$ cat config.mk
export PLATFORM = sky130hd
export DESIGN_NAME = chu_vga_collision_core_flat
export DESIGN_NICKNAME = d
export VERILOG_FILES = /design/src/rtl/chu_vga_collision_core_if.sv /design/src/rtl/chu_vga_collision_core.sv /design/src/flat_wrapper.sv
export SDC_FILE = /design/constraint.sdc
export NUM_CORES = 1
export LEC_CHECK = 0
export CORE_MARGIN = 1
export CORE_UTILIZATION = 60
export CTS_CLUSTER_SIZE = 16
export DETAILED_ROUTE_END_ITERATION = 6
export PLACE_DENSITY = 0.85
export RECOVER_POWER = 50
export SLEW_MARGIN = 10
export SYNTH_ARGS = -nofsm -noshare
export SYNTH_HDL_FRONTEND = slang
export SYNTH_SLANG_ARGS = --single-unit
$ cat constraint.sdc
create_clock -name clk -period 17.4 [get_ports clk]
set_input_delay 5.22 -clock clk [delete_from_list [all_inputs] [get_ports clk]]
set_output_delay 5.22 -clock clk [all_outputs]
set_load 0.02 [all_outputs]
$ cat src/rtl/chu_vga_collision_core_if.sv
// Register-slot bus for the VGA collision core.
//   cs      : slot select
//   read    : read strobe (one-cycle registered read data)
//   write   : write strobe
//   addr    : register address, low three bits decoded by the core
//   wr_data : write data
//   rd_data : registered read data returned by the core
interface chu_vga_collision_core_if;
  logic        cs;
  logic        read;
  logic        write;
  logic [13:0] addr;
  logic [31:0] wr_data;
  logic [31:0] rd_data;

  modport master (output cs, read, write, addr, wr_data, input rd_data);
  modport slave  (input cs, read, write, addr, wr_data, output rd_data);
endinterface

$ cat src/rtl/chu_vga_collision_core.sv
// VGA collision core: passes the pixel stream through untouched and counts,
// per frame, the pixels inside a programmable window whose color equals a
// target color. At every frame start (pixel 0,0) the live count and the first
// hit coordinate are snapshotted, sticky done/collide flags are set and a
// 16-bit frame counter advances.
//   clk     : clock
//   reset   : asynchronous active-high reset
//   x, y    : current pixel coordinate from the frame counter
//   bus     : register slot (ctrl, target, window bounds; status readback)
//   si_rgb  : upstream pixel stream
//   so_rgb  : downstream pixel stream (combinational copy of si_rgb)
module chu_vga_collision_core #(
  parameter int CD    = 12,
  parameter int CNT_W = 20
) (
  input  logic                     clk,
  input  logic                     reset,
  input  logic [10:0]              x,
  input  logic [10:0]              y,
  chu_vga_collision_core_if.slave  bus,
  input  logic [CD-1:0]            si_rgb,
  output logic [CD-1:0]            so_rgb
);

  logic             r_enable;
  logic [CD-1:0]    r_target;
  logic [10:0]      r_xlo, r_xhi, r_ylo, r_yhi;
  logic [21:0]      r_prev_xy;
  logic [CNT_W-1:0] r_live_cnt, r_last_cnt;
  logic [22:0]      r_live_first, r_last_first;
  logic             r_frame_done, r_collide;
  logic [15:0]      r_frame_cnt;
  logic [31:0]      r_rd_data;

  logic             w_pix;
  logic             w_frame_start;
  logic             w_hit;
  logic             w_wr, w_rd, w_clr;
  logic             w_live_max;
  logic [31:0]      w_rd_word;
  logic             w_unused;

  assign so_rgb = si_rgb;

  // A coordinate held over several clocks is one pixel: only a change of
  // {x,y} against last cycle's value strobes the pixel logic.
  assign w_pix         = ({x, y} != r_prev_xy);
  assign w_frame_start = w_pix && (x == 11'd0) && (y == 11'd0);
  assign w_hit         = w_pix && r_enable && (si_rgb == r_target) &&
                         (x >= r_xlo) && (x <= r_xhi) &&
                         (y >= r_ylo) && (y <= r_yhi);

  assign w_wr       = bus.cs && bus.write;
  assign w_rd       = bus.cs && bus.read;
  assign w_clr      = w_wr && (bus.addr[2:0] == 3'd0) && bus.wr_data[1];
  assign w_live_max = (r_live_cnt == {CNT_W{1'b1}});

  // Upper address bits and unused data bits are intentionally ignored.
  assign w_unused = ^{bus.addr[13:3], bus.wr_data};

  always_comb begin
    w_rd_word = 32'd0;
    case (bus.addr[2:0])
      3'd0:    w_rd_word = {14'd0, r_collide, r_frame_done, r_frame_cnt};
      3'd1:    w_rd_word = 32'(r_last_cnt);
      3'd2:    w_rd_word = {9'd0, r_last_first};
      3'd3:    w_rd_word = 32'(r_target);
      default: w_rd_word = 32'd0;
    endcase
  end

  assign bus.rd_data = r_rd_data;

  always_ff @(posedge clk or posedge reset) begin
    if (reset) begin
      r_enable     <= 1'b0;
      r_target     <= '0;
      r_xlo        <= '0;
      r_xhi        <= '0;
      r_ylo        <= '0;
      r_yhi        <= '0;
      r_prev_xy    <= '0;
      r_live_cnt   <= '0;
      r_last_cnt   <= '0;
      r_live_first <= '0;
      r_last_first <= '0;
      r_frame_done <= 1'b0;
      r_collide    <= 1'b0;
      r_frame_cnt  <= '0;
      r_rd_data    <= '0;
    end else begin
      r_prev_xy <= {x, y};

      if (w_frame_start) begin
        r_last_cnt   <= r_live_cnt;
        r_last_first <= r_live_first;
        r_frame_cnt  <= r_frame_cnt + 16'd1;
        // Pixel (0,0) belongs to the new frame, so it seeds the live state.
        r_live_cnt   <= w_hit ? CNT_W'(1) : '0;
        r_live_first <= w_hit ? {1'b1, y, x} : '0;
      end else if (w_hit) begin
        if (!w_live_max)
          r_live_cnt <= r_live_cnt + CNT_W'(1);
        if (!r_live_first[22])
          r_live_first <= {1'b1, y, x};
      end

      // Frame start setting a flag wins over a same-cycle clear.
      if (w_frame_start)
        r_frame_done <= 1'b1;
      else if (w_clr)
        r_frame_done <= 1'b0;

      if (w_frame_start && (r_live_cnt != '0))
        r_collide <= 1'b1;
      else if (w_clr)
        r_collide <= 1'b0;

      if (w_wr) begin
        case (bus.addr[2:0])
          3'd0:    r_enable <= bus.wr_data[0];
          3'd1:    r_target <= bus.wr_data[CD-1:0];
          3'd2:    r_xlo    <= bus.wr_data[10:0];
          3'd3:    r_xhi    <= bus.wr_data[10:0];
          3'd4:    r_ylo    <= bus.wr_data[10:0];
          3'd5:    r_yhi    <= bus.wr_data[10:0];
          default: ;
        endcase
      end

      // Read samples pre-edge register values, so a same-cycle write is
      // not visible until the next read.
      if (w_rd)
        r_rd_data <= w_rd_word;
    end
  end

endmodule

$ cat src/flat_wrapper.sv
// flat-port wrapper written by rule: the top's interface ports become plain ports
module chu_vga_collision_core_flat 
#(
  parameter int CD    = 12,
  parameter int CNT_W = 20
)
  (clk, reset, x, y, si_rgb, so_rgb, bus_cs, bus_read, bus_write, bus_addr, bus_wr_data, bus_rd_data);
  chu_vga_collision_core_if bus_i ();
  input  logic clk;
  input  logic reset;
  input  logic [10:0] x;
  input  logic [10:0] y;
  input  logic [CD-1:0] si_rgb;
  output logic [CD-1:0] so_rgb;
  input wire logic [$bits(bus_i.cs)-1:0] bus_cs;
  input wire logic [$bits(bus_i.read)-1:0] bus_read;
  input wire logic [$bits(bus_i.write)-1:0] bus_write;
  input wire logic [$bits(bus_i.addr)-1:0] bus_addr;
  input wire logic [$bits(bus_i.wr_data)-1:0] bus_wr_data;
  output wire logic [$bits(bus_i.rd_data)-1:0] bus_rd_data;
  assign bus_i.cs = bus_cs;
  assign bus_i.read = bus_read;
  assign bus_i.write = bus_write;
  assign bus_i.addr = bus_addr;
  assign bus_i.wr_data = bus_wr_data;
  assign bus_rd_data = bus_i.rd_data;
  chu_vga_collision_core #(.CD(CD), .CNT_W(CNT_W)) u_core (.clk(clk), .reset(reset), .x(x), .y(y), .bus(bus_i), .si_rgb(si_rgb), .so_rgb(so_rgb));
endmodule
==> flow_summary_export.csv <==
group,metric,value,unit
outcome,status,"finished, violations left",
outcome,violations,"capacitance limit, slew limit",
yosys,synth_edf_count,0,
yosys,synth_cells,1006,
global_route,globalRouteOverflowTotal,0,
placed_design,gp_congestion,0.9218,
worst_setup_path,cp.arrival,12020,ps
worst_setup_path,regToRegStartpoint,"u_core.r_target[0]",
sta,worst_pin_slew,5303,ps
sta,fin_setup_tns,0,ps
worst_setup_path,crit_start,"reset",
route,drtIter0Drc,783,
placed_design,dp_hpwl,17.69,mm
yosys,yosys_register_bits,206,
sta,maxSlewViolCount,231,
clocking,cts_tree,"yes",
floorplan,dieArea,17430,µm²
floorplan,core_area,16520,µm²
clocking,clk_path_buf_depth,3,
power_and_ir_drop,internal-power,932.0,µW
clocking,clock_latency,500,ps
yosys,yosysTopAreaCellShare,50.82,%
yosys,synth_area_per_cell,10.08,µm²
clocking,numClockSinks,206,
clocking,clk_pin_slew,70,ps
yosys,synth_top_area_cell,"dfrtp_1",
cells_and_area,seq_area,5155,µm²
route,wl,26.09,mm
global_route,grt_max_degree,122,
global_route,antenna_found_initial,2,
cells_and_area,final_common_cell,"nand2_1",
route,viasPerCell,6.182,
floorplan,initial_core_util,61.38,%
clocking,cts_setup_buffers,0,
power_and_ir_drop,ir_drop,0.07202,mV
power_and_ir_drop,swShare,25.81,%
route,vias,8061,
cells_and_area,instances_no_fill,1304,
yosys,yosysSeqAreaShare,50.82,%
route,drc,0,
worst_hold_path,hp-start,"u_core.bus.rd_data[22]",
clocking,ctsHoldBuffers,0,
yosys,ys_top_cells_by_area,"dfrtp_1 51%, nand2_1 8.0%, ha_1 5.8%",
worst_hold_path,hp-class,"reg2reg",
floorplan,die_w,132.0,µm
cells_and_area,layout_common_cells,"216 x nand2_1, 206 x dfrtp_1, 58 x o21ai_0",
global_route,grt_first_pass_wirelength,42.23,mm
worst_setup_path,crit_fanout,121,
route,drt_pass1_iterations,5,
cells_and_area,multi_input_area,4527,µm²
floorplan,boundaryPins,129,
route,wl_per_cell,20.00,µm
power_and_ir_drop,clkPwrFrac,42.3,%
placed_design,placed_cells,1263,
route,ant_nets,0,
sta,max_freq,0.08049,GHz
cells_and_area,syn_to_final_growth,17.38,%
global_route,grt_usage,30.91,%
power_and_ir_drop,p_switching,324.2,µW
sta,finClkSkew,12.70,ps
sta,min_period_over_period,71.40,%
sta,rsz0062_at_grt,"false",
yosys,ys_warn_count,0,
power_and_ir_drop,leakagePower,0.005634,µW
yosys,async_reset_ff_share,100.0,%
yosys,syn-cell-area,10140,µm²
clocking,root_buffer,"clkbuf_16",
placed_design,port_buffers,88,
cells_and_area,n_fill_cell,1084,
global_route,first_global_vias,8050,
worst_setup_path,required,17000,ps
clocking,cts-resized-gates,0,
worst_setup_path,endpoint_kind,"asynchronous set/reset pin",
worst_setup_path,crit_type,"in2async",
sta,min_period,12420,ps
cells_and_area,fin_nets,1199,
power_and_ir_drop,power_density,105.5,nW/µm²
worst_setup_path,critPathLaunchType,"input pin",
run,maxCapViolations,3,
cells_and_area,drive_above_1_share,9.326,%
yosys,synthFlopType,"dfrtp_1",
floorplan,num_rows,47,
sta,setup_viol,0,
floorplan,die_y,132.0,µm
power_and_ir_drop,pwr-share-comb,15.1,%
yosys,ys_types,59,
sta,hold_violations,0,
sta,slew_headroom,-255.5,%
clocking,htreeDepth,1,
power_and_ir_drop,pwr-share-seq,42.7,%
clocking,cts_buffers,22,
[through the flow]
stage          area, µm²  hold slack, ps  util [%]  power [µW]  setup WS (ps)
2_1_floorplan      10170           438.6         -       661.4           6556
3_3_place_gp       11080           451.8     67.05       717.1           5731
3_5_place_dp       11080           456.8     67.05       728.7           5721
4_1_cts            11920           471.3     72.13        1260           5721
5_1_grt            11900           494.5     72.04        1301           3344
6_report           11910           461.3     72.05        1256           4976
[flip-flops by register name, summed over array words and instances, names as in the netlist]
register,flops
u_core.r_yhi,11
u_core.r_collide,1
u_core.r_xhi,11
u_core.r_frame_done,1
u_core.r_target,12
u_core.r_frame_cnt,16
u_core.r_live_first,23
u_core.r_live_cnt,20
u_core.bus.rd_data,23
u_core.r_last_first,23
u_core.r_last_cnt,20
u_core.r_prev_xy,22
u_core.r_xlo,11
u_core.r_ylo,11
u_core.r_enable,1
[worst max-delay path: stages]
cell and delay (ps):
dlygate4sd3_1 540, clkinvlp_2 2900, clkbuf_1 3230
[final cells by class]
cell class              instances  share of cell area [%]
diodes                          1                 0.02102
multi-input cells             694                   38.02
repair buffers                 94                   7.745
flip-flops and latches        206                   43.30
well taps                     220                   2.312
clock inverters                10                   1.492
inverters                      49                   1.555
clock buffers                  30                   5.559
[routing by layer]
layer  up-vias  GRT usage, %  share of wire [%]
li1       3617             -                  -
met5         -             0              0.050
met2       445         49.74                 46
met3        81         4.883                8.4
met4         2         13.44                4.0
met1      3916         41.88                 41
[Yosys cell counts, types with 5 or more instances]
master,count
xor2_1,27
a22o_1,35
mux2i_1,11
ha_1,47
nor3_1,14
inv_1,49
nor4_1,20
xnor2_1,22
and3_1,9
a22oi_1,8
buf_1,7
nor2_1,25
mux2_2,35
a21oi_1,27
nand2b_1,8
or4_1,10
o21ai_0,58
buf_4,21
o31ai_1,7
nand3_1,24
buf_2,5
dfrtp_1,206
nand4_1,15
nand2_1,216
clkbuf_1,31
or3_1,5
[kinds of logic (layout without fill, tap and decap cells)]
kind of cell,after synthesis,in the layout,synth area share (%)
mux,50,50,5.859
other cells,1,10,0.03697
compound gates,168,168,10.92
xor+xnor,49,49,4.231
flops,206,206,50.82
fa+ha+maj,47,47,5.797
simple gates,371,371,17.21
buf+inv,114,183,5.131
[final timing paths]
kind                                           to  cells after the start  slack (ps)
setup / recovery            u_core.r_live_cnt[11]                      3        4980
hold / removal             u_core.bus.rd_data[22]                      2         460
setup reg to reg            u_core.r_live_cnt[16]                      7       14150
hold reg to reg            u_core.bus.rd_data[22]                      2         460
max in group clk                       so_rgb[10]                      2        5750
min in group asynchronous     u_core.r_prev_xy[8]                      2        6780
[power groups by stage]
stage               Sequential [µW]  Combinational [µW]  Clock (µW)
floorplan                       538                 124           0
global placement                541                 176           0
detailed placement              543                 186           0
CTS                             535                 190         535
global route                    539                 209         553
finish                          536                 190         531
Note: power is estimated with default switching activity, not from simulation.
